<file path="config.mk">
export PLATFORM = sky130hd
export DESIGN_NAME = ripple_count_reader_flat
export DESIGN_NICKNAME = d
export VERILOG_FILES = /design/src/rtl/ripple_count_reader_if.sv /design/src/rtl/ripple_count_reader.sv /design/src/flat_wrapper.sv
export SDC_FILE = /design/constraint.sdc
export NUM_CORES = 1
export LEC_CHECK = 0
export CAP_MARGIN = 40
export CORE_UTILIZATION = 55
export DETAILED_ROUTE_END_ITERATION = 6
export PLACE_DENSITY = 0.92
export SYNTH_ARGS = -nofsm -noshare
export SYNTH_HDL_FRONTEND = slang
export SYNTH_SLANG_ARGS = --single-unit
</file>
<file path="constraint.sdc">
create_clock -name clk -period 6.7 [get_ports clk]
set_input_delay 1.675 -clock clk [delete_from_list [all_inputs] [get_ports clk]]
set_output_delay 1.675 -clock clk [all_outputs]
set_load 0.005 [all_outputs]
</file>
<file path="src/rtl/ripple_count_reader_if.sv">
// Bus between a ripple counter consumer and its users: raw counter bits and
// clear go in, the accepted code, its step and the running total come out.
interface ripple_count_reader_if #(
    parameter int TOTAL_WIDTH = 16
);
    logic [3:0]             count_in;
    logic                   clear;
    logic                   valid;
    logic [3:0]             value;
    logic [3:0]             delta;
    logic [TOTAL_WIDTH-1:0] total;
    logic                   overflow;
    logic                   skip;

    modport master (
        output count_in, clear,
        input  valid, value, delta, total, overflow, skip
    );

    modport slave (
        input  count_in, clear,
        output valid, value, delta, total, overflow, skip
    );
endinterface

</file>
<file path="src/rtl/ripple_count_reader.sv">
// Synchronous reader for an asynchronous 4-bit ripple counter. Synchronizes the
// raw bits, waits for the code to settle, and reports every settled change as a
// modulo-16 step accumulated into a wrapping total with sticky overflow/skip.
module ripple_count_reader #(
    parameter int STABLE_CYCLES = 2,
    parameter int TOTAL_WIDTH   = 16,
    parameter int MAX_STEP      = 4
) (
    input  logic                 clk,
    input  logic                 reset,
    ripple_count_reader_if.slave bus
);
    typedef enum logic {
        ST_INIT  = 1'b0,
        ST_TRACK = 1'b1
    } state_t;

    localparam logic [3:0] RUN_MAX    = 4'(STABLE_CYCLES);
    localparam logic [3:0] STEP_LIMIT = (MAX_STEP > 15) ? 4'd15 : 4'(MAX_STEP);

    logic [3:0]             s1_r, s2_r, cand_r, run_r;
    logic [1:0]             prime_r;
    state_t                 state_r, state_nx_s;
    logic                   valid_r, valid_nx_s;
    logic [3:0]             value_r, value_nx_s;
    logic [3:0]             delta_r, delta_nx_s;
    logic [TOTAL_WIDTH-1:0] total_r, total_nx_s;
    logic                   overflow_r, overflow_nx_s;
    logic                   skip_r, skip_nx_s;
    logic [3:0]             run_nx_s;
    logic [3:0]             step_s;
    logic [TOTAL_WIDTH:0]   sum_s;
    logic                   primed_s;
    logic                   accept_s;

    // The zeros loaded by reset are not a counter code: a baseline may only be
    // taken once cand holds a genuine sample, three edges after release.
    assign primed_s = (prime_r == 2'd3);
    assign step_s   = cand_r - value_r;
    assign sum_s    = {1'b0, total_r} + {{(TOTAL_WIDTH - 3){1'b0}}, step_s};
    assign accept_s = (run_r == RUN_MAX) && primed_s &&
                      ((state_r == ST_INIT) || (cand_r != value_r));

    // Saturating stability run length for the current candidate.
    always_comb begin
        run_nx_s = 4'd0;
        if (s2_r == cand_r) begin
            if (run_r >= RUN_MAX) begin
                run_nx_s = RUN_MAX;
            end else begin
                run_nx_s = run_r + 4'd1;
            end
        end else begin
            run_nx_s = 4'd0;
        end
    end

    // Two-flop synchronizer, candidate register, run counter and priming count.
    always_ff @(posedge clk or posedge reset) begin
        if (reset) begin
            s1_r    <= 4'd0;
            s2_r    <= 4'd0;
            cand_r  <= 4'd0;
            run_r   <= 4'd0;
            prime_r <= 2'd0;
        end else begin
            s1_r    <= bus.count_in;
            s2_r    <= s1_r;
            cand_r  <= s2_r;
            run_r   <= run_nx_s;
            prime_r <= primed_s ? 2'd3 : (prime_r + 2'd1);
        end
    end

    // Next state and next output values; clear overrides the accumulators.
    always_comb begin
        state_nx_s    = state_r;
        valid_nx_s    = 1'b0;
        value_nx_s    = value_r;
        delta_nx_s    = delta_r;
        total_nx_s    = total_r;
        overflow_nx_s = overflow_r;
        skip_nx_s     = skip_r;
        case (state_r)
            ST_INIT: begin
                if (accept_s) begin
                    value_nx_s = cand_r;
                    state_nx_s = ST_TRACK;
                end else begin
                    state_nx_s = ST_INIT;
                end
            end
            ST_TRACK: begin
                if (accept_s) begin
                    valid_nx_s = 1'b1;
                    value_nx_s = cand_r;
                    delta_nx_s = step_s;
                    total_nx_s = sum_s[TOTAL_WIDTH-1:0];
                    if (sum_s[TOTAL_WIDTH]) begin
                        overflow_nx_s = 1'b1;
                    end else begin
                        overflow_nx_s = overflow_r;
                    end
                    if (step_s > STEP_LIMIT) begin
                        skip_nx_s = 1'b1;
                    end else begin
                        skip_nx_s = skip_r;
                    end
                end else begin
                    state_nx_s = ST_TRACK;
                end
            end
            default: begin
                state_nx_s = ST_INIT;
            end
        endcase
        if (bus.clear) begin
            total_nx_s    = {TOTAL_WIDTH{1'b0}};
            overflow_nx_s = 1'b0;
            skip_nx_s     = 1'b0;
        end else begin
            total_nx_s    = total_nx_s;
        end
    end

    // State and output registers.
    always_ff @(posedge clk or posedge reset) begin
        if (reset) begin
            state_r    <= ST_INIT;
            valid_r    <= 1'b0;
            value_r    <= 4'd0;
            delta_r    <= 4'd0;
            total_r    <= {TOTAL_WIDTH{1'b0}};
            overflow_r <= 1'b0;
            skip_r     <= 1'b0;
        end else begin
            state_r    <= state_nx_s;
            valid_r    <= valid_nx_s;
            value_r    <= value_nx_s;
            delta_r    <= delta_nx_s;
            total_r    <= total_nx_s;
            overflow_r <= overflow_nx_s;
            skip_r     <= skip_nx_s;
        end
    end

    assign bus.valid    = valid_r;
    assign bus.value    = value_r;
    assign bus.delta    = delta_r;
    assign bus.total    = total_r;
    assign bus.overflow = overflow_r;
    assign bus.skip     = skip_r;
endmodule

</file>
<file path="src/flat_wrapper.sv">
// flat-port wrapper written by rule: the top's interface ports become plain ports
module ripple_count_reader_flat 
#(
    parameter int STABLE_CYCLES = 2,
    parameter int TOTAL_WIDTH   = 16,
    parameter int MAX_STEP      = 4
)
  (clk, reset, bus_count_in, bus_clear, bus_valid, bus_value, bus_delta, bus_total, bus_overflow, bus_skip);
  ripple_count_reader_if #(.TOTAL_WIDTH(TOTAL_WIDTH)) bus_i ();
  input  logic clk;
  input  logic reset;
  input wire logic [$bits(bus_i.count_in)-1:0] bus_count_in;
  input wire logic [$bits(bus_i.clear)-1:0] bus_clear;
  output wire logic [$bits(bus_i.valid)-1:0] bus_valid;
  output wire logic [$bits(bus_i.value)-1:0] bus_value;
  output wire logic [$bits(bus_i.delta)-1:0] bus_delta;
  output wire logic [$bits(bus_i.total)-1:0] bus_total;
  output wire logic [$bits(bus_i.overflow)-1:0] bus_overflow;
  output wire logic [$bits(bus_i.skip)-1:0] bus_skip;
  assign bus_i.count_in = bus_count_in;
  assign bus_i.clear = bus_clear;
  assign bus_valid = bus_i.valid;
  assign bus_value = bus_i.value;
  assign bus_delta = bus_i.delta;
  assign bus_total = bus_i.total;
  assign bus_overflow = bus_i.overflow;
  assign bus_skip = bus_i.skip;
  ripple_count_reader #(.STABLE_CYCLES(STABLE_CYCLES), .TOTAL_WIDTH(TOTAL_WIDTH), .MAX_STEP(MAX_STEP)) u_core (.clk(clk), .reset(reset), .bus(bus_i));
endmodule
</file>
==> results.py, run 1 <==
metrics = {
    "yosys": {
        "synth_top_family_by_area": "simple AND/OR/NAND/NOR gates",
        "ys_seq_area_frac": 0.538,
        "synth_most_common_cell": "dfrtp_1",
        "ys_warn_count": 0,
        "netlist_top_cells_area": "dfrtp_1 54%, ha_1 5.9%, xnor2_1 3.3%, nand2_1 3.0%, mux2_2 2.6%",
        "synth_top_cell_by_area": "dfrtp_1",
        "synth_cell_type_count": 39,
        "synth_xor_area_frac": 0.0609,
        "async_reset_ff_frac": 1.00,
        "synthFlopType": "dfrtp_1",
        "syn_avg_cell_area_um2": 11.3,
        "synth_common_cells": "46 x dfrtp_1, 17 x nand2_1, 15 x nor2_1, 14 x inv_1, 11 x a21oi_1",
        "ys_seq_elements": 46,
        "synth_edf_count": 0,
        "synthSimpleGateAreaFrac": 0.173,
        "syn-num-nets": 208,
        "netlist_instances": 189,
        "synth_compound_area_frac": 0.0772,
        "synth-adder-area-share": 0.0772,
        "yosysTopAreaCellShare": 0.538,
        "syn_area_um2": 2140,
        "synthMuxAreaShare": 0.0415,
    },
    "worst_hold_path": {
        "holdCritPathClass": "flop to flop",
        "holdPathStages": 0,
        "hold_start": "u_core.s1_r[2]",
    },
    "clock_tree": {
        "post-cts-setup-buffers": 0,
        "clkSlewWorstSetupHoldPaths_ns": 0.09,
        "tritoncts": "built",
        "clockBufferDepth": 2,
        "clkLatencyLatePin_ns": 0.30,
        "cts_root_buffer": "clkbuf_8",
        "cts_max_level": 2,
        "numCtsBuffers": 5,
        "cts_resized": 0,
        "holdBufCountCts": 0,
        "cts.sinks": 46,
    },
    "setup_path": {
        "reg2reg_depth": 10,
        "critPathSlowestCell": "clkdlybuf4s50_1",
        "worstReg2RegStart": "u_core.cand_r[1]",
        "path_depth": 1,
        "critPathBufInv": 1,
        "path_max_fanout": 7,
        "path_class": "flop to primary output",
        "path_cells": "clkdlybuf4s50_1",
        "worstPathArrival_ns": 1.34,
        "worst_ep_required_time_ns": 5.03,
        "crit_path_start": "u_core.bus.total[9]",
        "startpoint_type": "flop",
        "end_kind": "primary output",
        "crit_family": "buffers and inverters",
        "slowest_delay_ns": 0.55,
    },
    "power": {
        "power_density_nw_per_um2": 271,
        "leakagePower_nw": 1.16,
        "vdd_drop_max_uv": 206,
        "pwr-share-comb": 0.224,
        "power.switching_w": 0.000193,
        "internal_power_w": 0.000530,
        "p_seq_frac": 0.438,
        "power.share.clock": 0.338,
        "netSwitchingFraction": 0.267,
    },
    "die": {
        "initial_core_util": 0.580,
        "ioPinCount": 34,
        "core_area_um2": 3690,
        "die_h_um": 64.4,
        "die_area_um2": 4140,
        "die_x_um": 64.4,
        "rows": 22,
    },
    "placed_design": {
        "routabilityCongestion": 0.823,
        "hpwl_mm": 2.76,
        "port_buffers": 33,
    },
    "final_layout": {
        "layout.nets": 247,
        "fillers": 269,
        "multiInputGateArea_um2": 923,
        "n_antenna_cell": 0,
        "drive_gt1_frac": 0.109,
        "seqCellArea_um2": 1150,
        "syn2layout_area_growth_pct": 24.7,
    },
    "global_route": {
        "grt_usage": 0.214,
        "antenna_found_initial": 0,
        "grt_pass1_vias": 1500,
        "grt_pass1_wl_mm": 6.70,
        "grt.overflow.total": 0,
        "grt_max_degree": 47,
    },
    "timing": {
        "fin_skew_ns": 0.0112,
        "fmax_mhz": 332,
        "hold_violations": 0,
        "tightest_slew_ns": 0.747,
        "fin_setup_tns_ns": 0,
        "fin_crit_sh": 0.450,
        "holdWs_ns": 0.351,
        "relSlewSlack": 0.500,
        "finalMaxSlewViolations": 0,
        "rsz0062_at_grt": "no",
        "setup_violations": 0,
        "period_needed_ns": 3.01,
    },
    "drt": {
        "totalWireLength_mm": 3.83,
        "drt_iter0_markers": 88,
        "wire_per_inst_um": 13.8,
        "via_count": 1506,
        "drt-pass1-iter-count": 4,
        "ant_nets": 0,
        "vias_per_cell": 5.44,
        "drcViolationCount": 0,
    },
    "run": {
        "drv_cap": 0,
    },
    "outcome": {
        "status": "completed",
    },
}
-- sequential cells by signal, summed over array words and instances (netlist names) --
signal	cells
u_core.bus.total	16
u_core.bus.delta	4
u_core.bus.value	4
u_core.cand_r	4
u_core.run_r	4
u_core.s1_r	4
u_core.s2_r	4
u_core.prime_r	2
u_core.bus.overflow	1
u_core.bus.skip	1
u_core.bus.valid	1
u_core.state_r	1
-- routing by layer --
metal / track usage / up-vias / part of all wire
met5: 0 / - / 0
met4: 0.0889 / 0 / 0.012
met3: 0.0482 / 7 / 0.045
met2: 0.364 / 40 / 0.52
met1: 0.260 / 738 / 0.42
li1: - / 721 / -
-- path summary, 6_finish.rpt --
kind / endpoint / slack [ns]
worst max-delay path: bus_total[9] / 3.69
worst min register to register: u_core.s2_r[2] / 0.35
worst min-delay path: u_core.s2_r[2] / 0.35
worst max register to register: u_core.bus.total[15] / 3.75
max in group asynchronous: u_core.bus.value[1] / 4.51
min in group asynchronous: u_core.bus.total[11] / 1.82
-- cell type report --
| cell class | instances | share of cell area |
|---|---|---|
| well taps | 48 | 0.0225 |
| clock inverters | 3 | 0.0258 |
| multi-input cells | 126 | 0.346 |
| repair buffers | 34 | 0.127 |
| inverters | 15 | 0.0211 |
| flip-flops and latches | 46 | 0.432 |
| clock buffers | 5 | 0.0258 |
-- cells in the final DEF (no fill, tap or decap), types with 2 or more instances in the layout --
cell type / Yosys / final
fa_1: 2 / 2
nand2_1: 17 / 17
a21oi_1: 11 / 11
a21o_1: 2 / 2
nor2_2: 2 / 2
o21ai_0: 6 / 6
mux2_2: 5 / 5
nor4_1: 3 / 3
clkdlybuf4s50_1: 0 / 33
or3_1: 3 / 3
dfrtp_1: 46 / 46
nand4_4: 2 / 2
nand4_1: 6 / 6
nand3_1: 4 / 4
clkbuf_8: 0 / 5
xnor2_1: 8 / 8
nor2b_1: 3 / 3
bufinv_16: 0 / 2
and3_1: 3 / 3
ha_1: 10 / 10
nor3_4: 2 / 2
inv_1: 14 / 13
nor2_1: 15 / 15
mux2_1: 2 / 2
xor2_1: 5 / 5
-- power by group through the flow --
stage          sequential (W)  clock [W]  combinational, W
3_5_place_dp         0.000323          0          0.000162
5_1_grt              0.000320   0.000258          0.000181
3_3_place_gp         0.000322          0          0.000156
4_1_cts              0.000317   0.000248          0.000164
2_1_floorplan        0.000322          0          0.000101
6_report             0.000317   0.000244          0.000162
-- per-stage QoR --
| stage | worst slack [ns] | power, W | instances | cell area (µm²) | utilization |
|---|---|---|---|---|---|
| 5_1_grt | 3.59 | 0.000759 | 277 | 2670 | 0.723 |
| 3_5_place_dp | 3.52 | 0.000484 | 269 | 2530 | 0.686 |
| 2_1_floorplan | 3.94 | 0.000423 | 189 | 2140 | - |
| 4_1_cts | 3.71 | 0.000729 | 277 | 2670 | 0.723 |
| 3_3_place_gp | 3.54 | 0.000478 | 269 | 2530 | 0.686 |
| 6_report | 3.69 | 0.000723 | 277 | 2670 | 0.723 |
-- logic make-up after synthesis --
group	Yosys count
compound gates	27
xor+xnor	14
fa+ha+maj	12
buf+inv	17
flops	46
mux	8
other cells	1
simple gates	64
(Power assumes the default switching activity.)
==> run 2: changes to the inputs <==
- CORE_UTILIZATION: 55 -> 48
- PLACE_DENSITY: 0.92 -> 0.86
- clock period: 6.7 -> 2.67 ns (I/O delays scaled with it)
==> run 2 against run 1 <==
  * Sequential share of layout area down 3.0 points
  * Flip-flop and latch count stayed put
  * Non-clock buffer count increased by 12
==> results.py, run 2 (synthesis results as in run 1) <==
metrics = {
    "outcome": {
        "status": "completed",
    },
    "final_layout": {
        "largest_reg_flops": 16,
        "fillers": 316,
        "syn2layout_area_growth_pct": 34.1,
        "mostFrequentLayoutCell": "dfrtp_1",
        "n_antenna_cell": 0,
        "multiInputGateArea_um2": 1060,
        "seqCellArea_um2": 1150,
        "layout_common_cells": "46 x dfrtp_1, 33 x clkdlybuf4s50_1, 17 x nand2_1",
        "drive_gt1_frac": 0.232,
        "layout.nets": 259,
        "final_area_um2": 2870,
    },
    "clock_tree": {
        "clkLatencyLatePin_ns": 0.30,
        "cts.sinks": 46,
        "cts_root_buffer": "clkbuf_8",
        "numCtsBuffers": 5,
        "tritoncts": "built",
        "cts_max_level": 2,
        "clkSlewWorstSetupHoldPaths_ns": 0.09,
        "holdBufCountCts": 0,
        "clockBufferDepth": 2,
    },
    "setup_path": {
        "worst_ep_required_time_ns": 2.87,
        "slowest_delay_ns": 0.42,
        "r2r-end": "u_core.bus.total[14]",
        "worstReg2RegStart": "u_core.cand_r[0]",
        "critPathCapture": "u_core.bus.total[14]",
        "reg2reg_depth": 11,
        "startpoint_type": "flop",
        "path_class": "flop to flop",
        "path_max_fanout": 5,
        "critPathBufInv": 2,
        "end_kind": "flop",
        "path_depth": 11,
        "path_cells": "inv_2 -> ha_4 -> inv_2 -> fa_2 -> xor2_4 -> ha_4 -> nand3_2 -> a21o_1 -> nor3_4 -> nand4_1 -> mux2_4",
        "crit_family": "adder cells",
        "worstPathArrival_ns": 2.78,
        "reg2reg_slack_ns": 0.09,
        "crit_path_start": "u_core.cand_r[0]",
        "critPathSlowestCell": "fa_2",
    },
    "power": {
        "vdd_drop_max_uv": 475,
        "total_power_w": 0.00183,
        "power_density_nw_per_um2": 639,
        "leakagePower_nw": 1.21,
    },
    "drt": {
        "totalWireLength_mm": 4.33,
        "drt_iter0_markers": 79,
        "drt-pass1-iter-count": 4,
        "vias_per_cell": 5.29,
        "via_count": 1538,
        "drcViolationCount": 0,
        "ant_nets": 0,
        "wire_per_inst_um": 14.9,
    },
    "die": {
        "die_x_um": 68.7,
        "initial_core_util": 0.516,
        "core_area_um2": 4140,
        "die_area_um2": 4730,
        "ioPinCount": 34,
        "rows": 23,
        "die_h_um": 68.7,
    },
    "global_route": {
        "grt.overflow.total": 0,
        "grt_pass1_wl_mm": 6.94,
        "antenna_found_initial": 0,
        "grt_max_degree": 31,
        "grt_usage": 0.208,
        "grt_pass1_vias": 1541,
    },
    "placed_design": {
        "hpwl_mm": 3.01,
        "routabilityCongestion": 0.802,
        "post_dp_cell_area_um2": 2570,
        "port_buffers": 33,
    },
    "timing": {
        "setup_violations": 0,
        "rsz0062_at_grt": "yes",
        "fmax_mhz": 387,
        "fin_crit_sh": 0.968,
        "fin_skew_ns": 0.00530,
        "hold_violations": 0,
        "fin_setup_tns_ns": 0,
        "relSlewSlack": 0.579,
        "period_needed_ns": 2.58,
        "tightest_slew_ns": 0.627,
        "finalMaxSlewViolations": 0,
    },
    "worst_hold_path": {
        "holdCritPathClass": "flop to flop",
    },
    "run": {
        "drv_cap": 0,
    },
}
-- run 2: cell types whose count changed in the layout (fill, tap and decap cells not counted), sizes merged --
cell / previous run / this run
clkinvlp: 0 / 2
inv: 14 / 15
bufinv: 2 / 0
buf: 1 / 13
clkinv: 2 / 1
-- run 2: final cells by class --
cell class,count,share of cell area
inverter,15,0.0196
sequential,46,0.402
clock buffer,5,0.0240
clock inverter,3,0.00829
tap,50,0.0218
multi-input combinational,126,0.371
timing repair buffer,46,0.154
-- run 2: metrics by stage --
step                 util  hold WS (ns)  instances  setup slack (ns)
floorplan               -         0.331        189             0.147
global placement    0.621         0.331        275            0.0168
detailed placement  0.621         0.335        275           -0.0880
CTS                 0.672         0.356        291           0.00216
global route        0.692         0.363        291           -0.0180
finish              0.692         0.354        291            0.0863
-- run 2: timing repair --
action | CTS | global route
resized for setup | 9 | 14
pin swaps | 4 | 9
setup buffers | 8 | 1
endpoints found under the setup margin | 7 | 10
-- run 2: how the worst min path moves through the flow --
stage	start	end	slack, ns	cells after the start
after CTS	u_core.s1_r[2]	u_core.s2_r[2]	0.36	0
after detailed placement	u_core.s1_r[2]	u_core.s2_r[2]	0.33	0
after global placement	u_core.s1_r[1]	u_core.s2_r[1]	0.33	0
after floorplan	u_core.s1_r[0]	u_core.s2_r[0]	0.33	0
final	u_core.s1_r[2]	u_core.s2_r[2]	0.35	0
after global routing	u_core.s1_r[1]	u_core.s2_r[1]	0.36	0
-- run 2: routing by layer --
| metal | wire length, µm | track usage |
|---|---|---|
| met4 | 59 | 0.0816 |
| met2 | 2050 | 0.324 |
| met3 | 151 | 0.0428 |
| met1 | 2060 | 0.287 |
| met5 | 0 | 0 |
-- run 2: power breakdown --
group	switching, W	internal (W)	leakage, nW	total [W]
combinational	0.000281	0.000315	0.571	0.000596
sequential	0.0000493	0.000754	0.593	0.000803
clock	0.000247	0.000187	0.0408	0.000434
total	0.000577	0.00126	1.21	0.00183
-- run 2: worst register-to-register path, stage by stage, from the launching register on --
cell,delay [ns]
dfrtp_1,0.40
inv_2,0.08
ha_4,0.12
inv_2,0.04
fa_2,0.42
xor2_4,0.18
ha_4,0.30
nand3_2,0.06
a21o_1,0.19
nor3_4,0.21
nand4_1,0.16
mux2_4,0.32
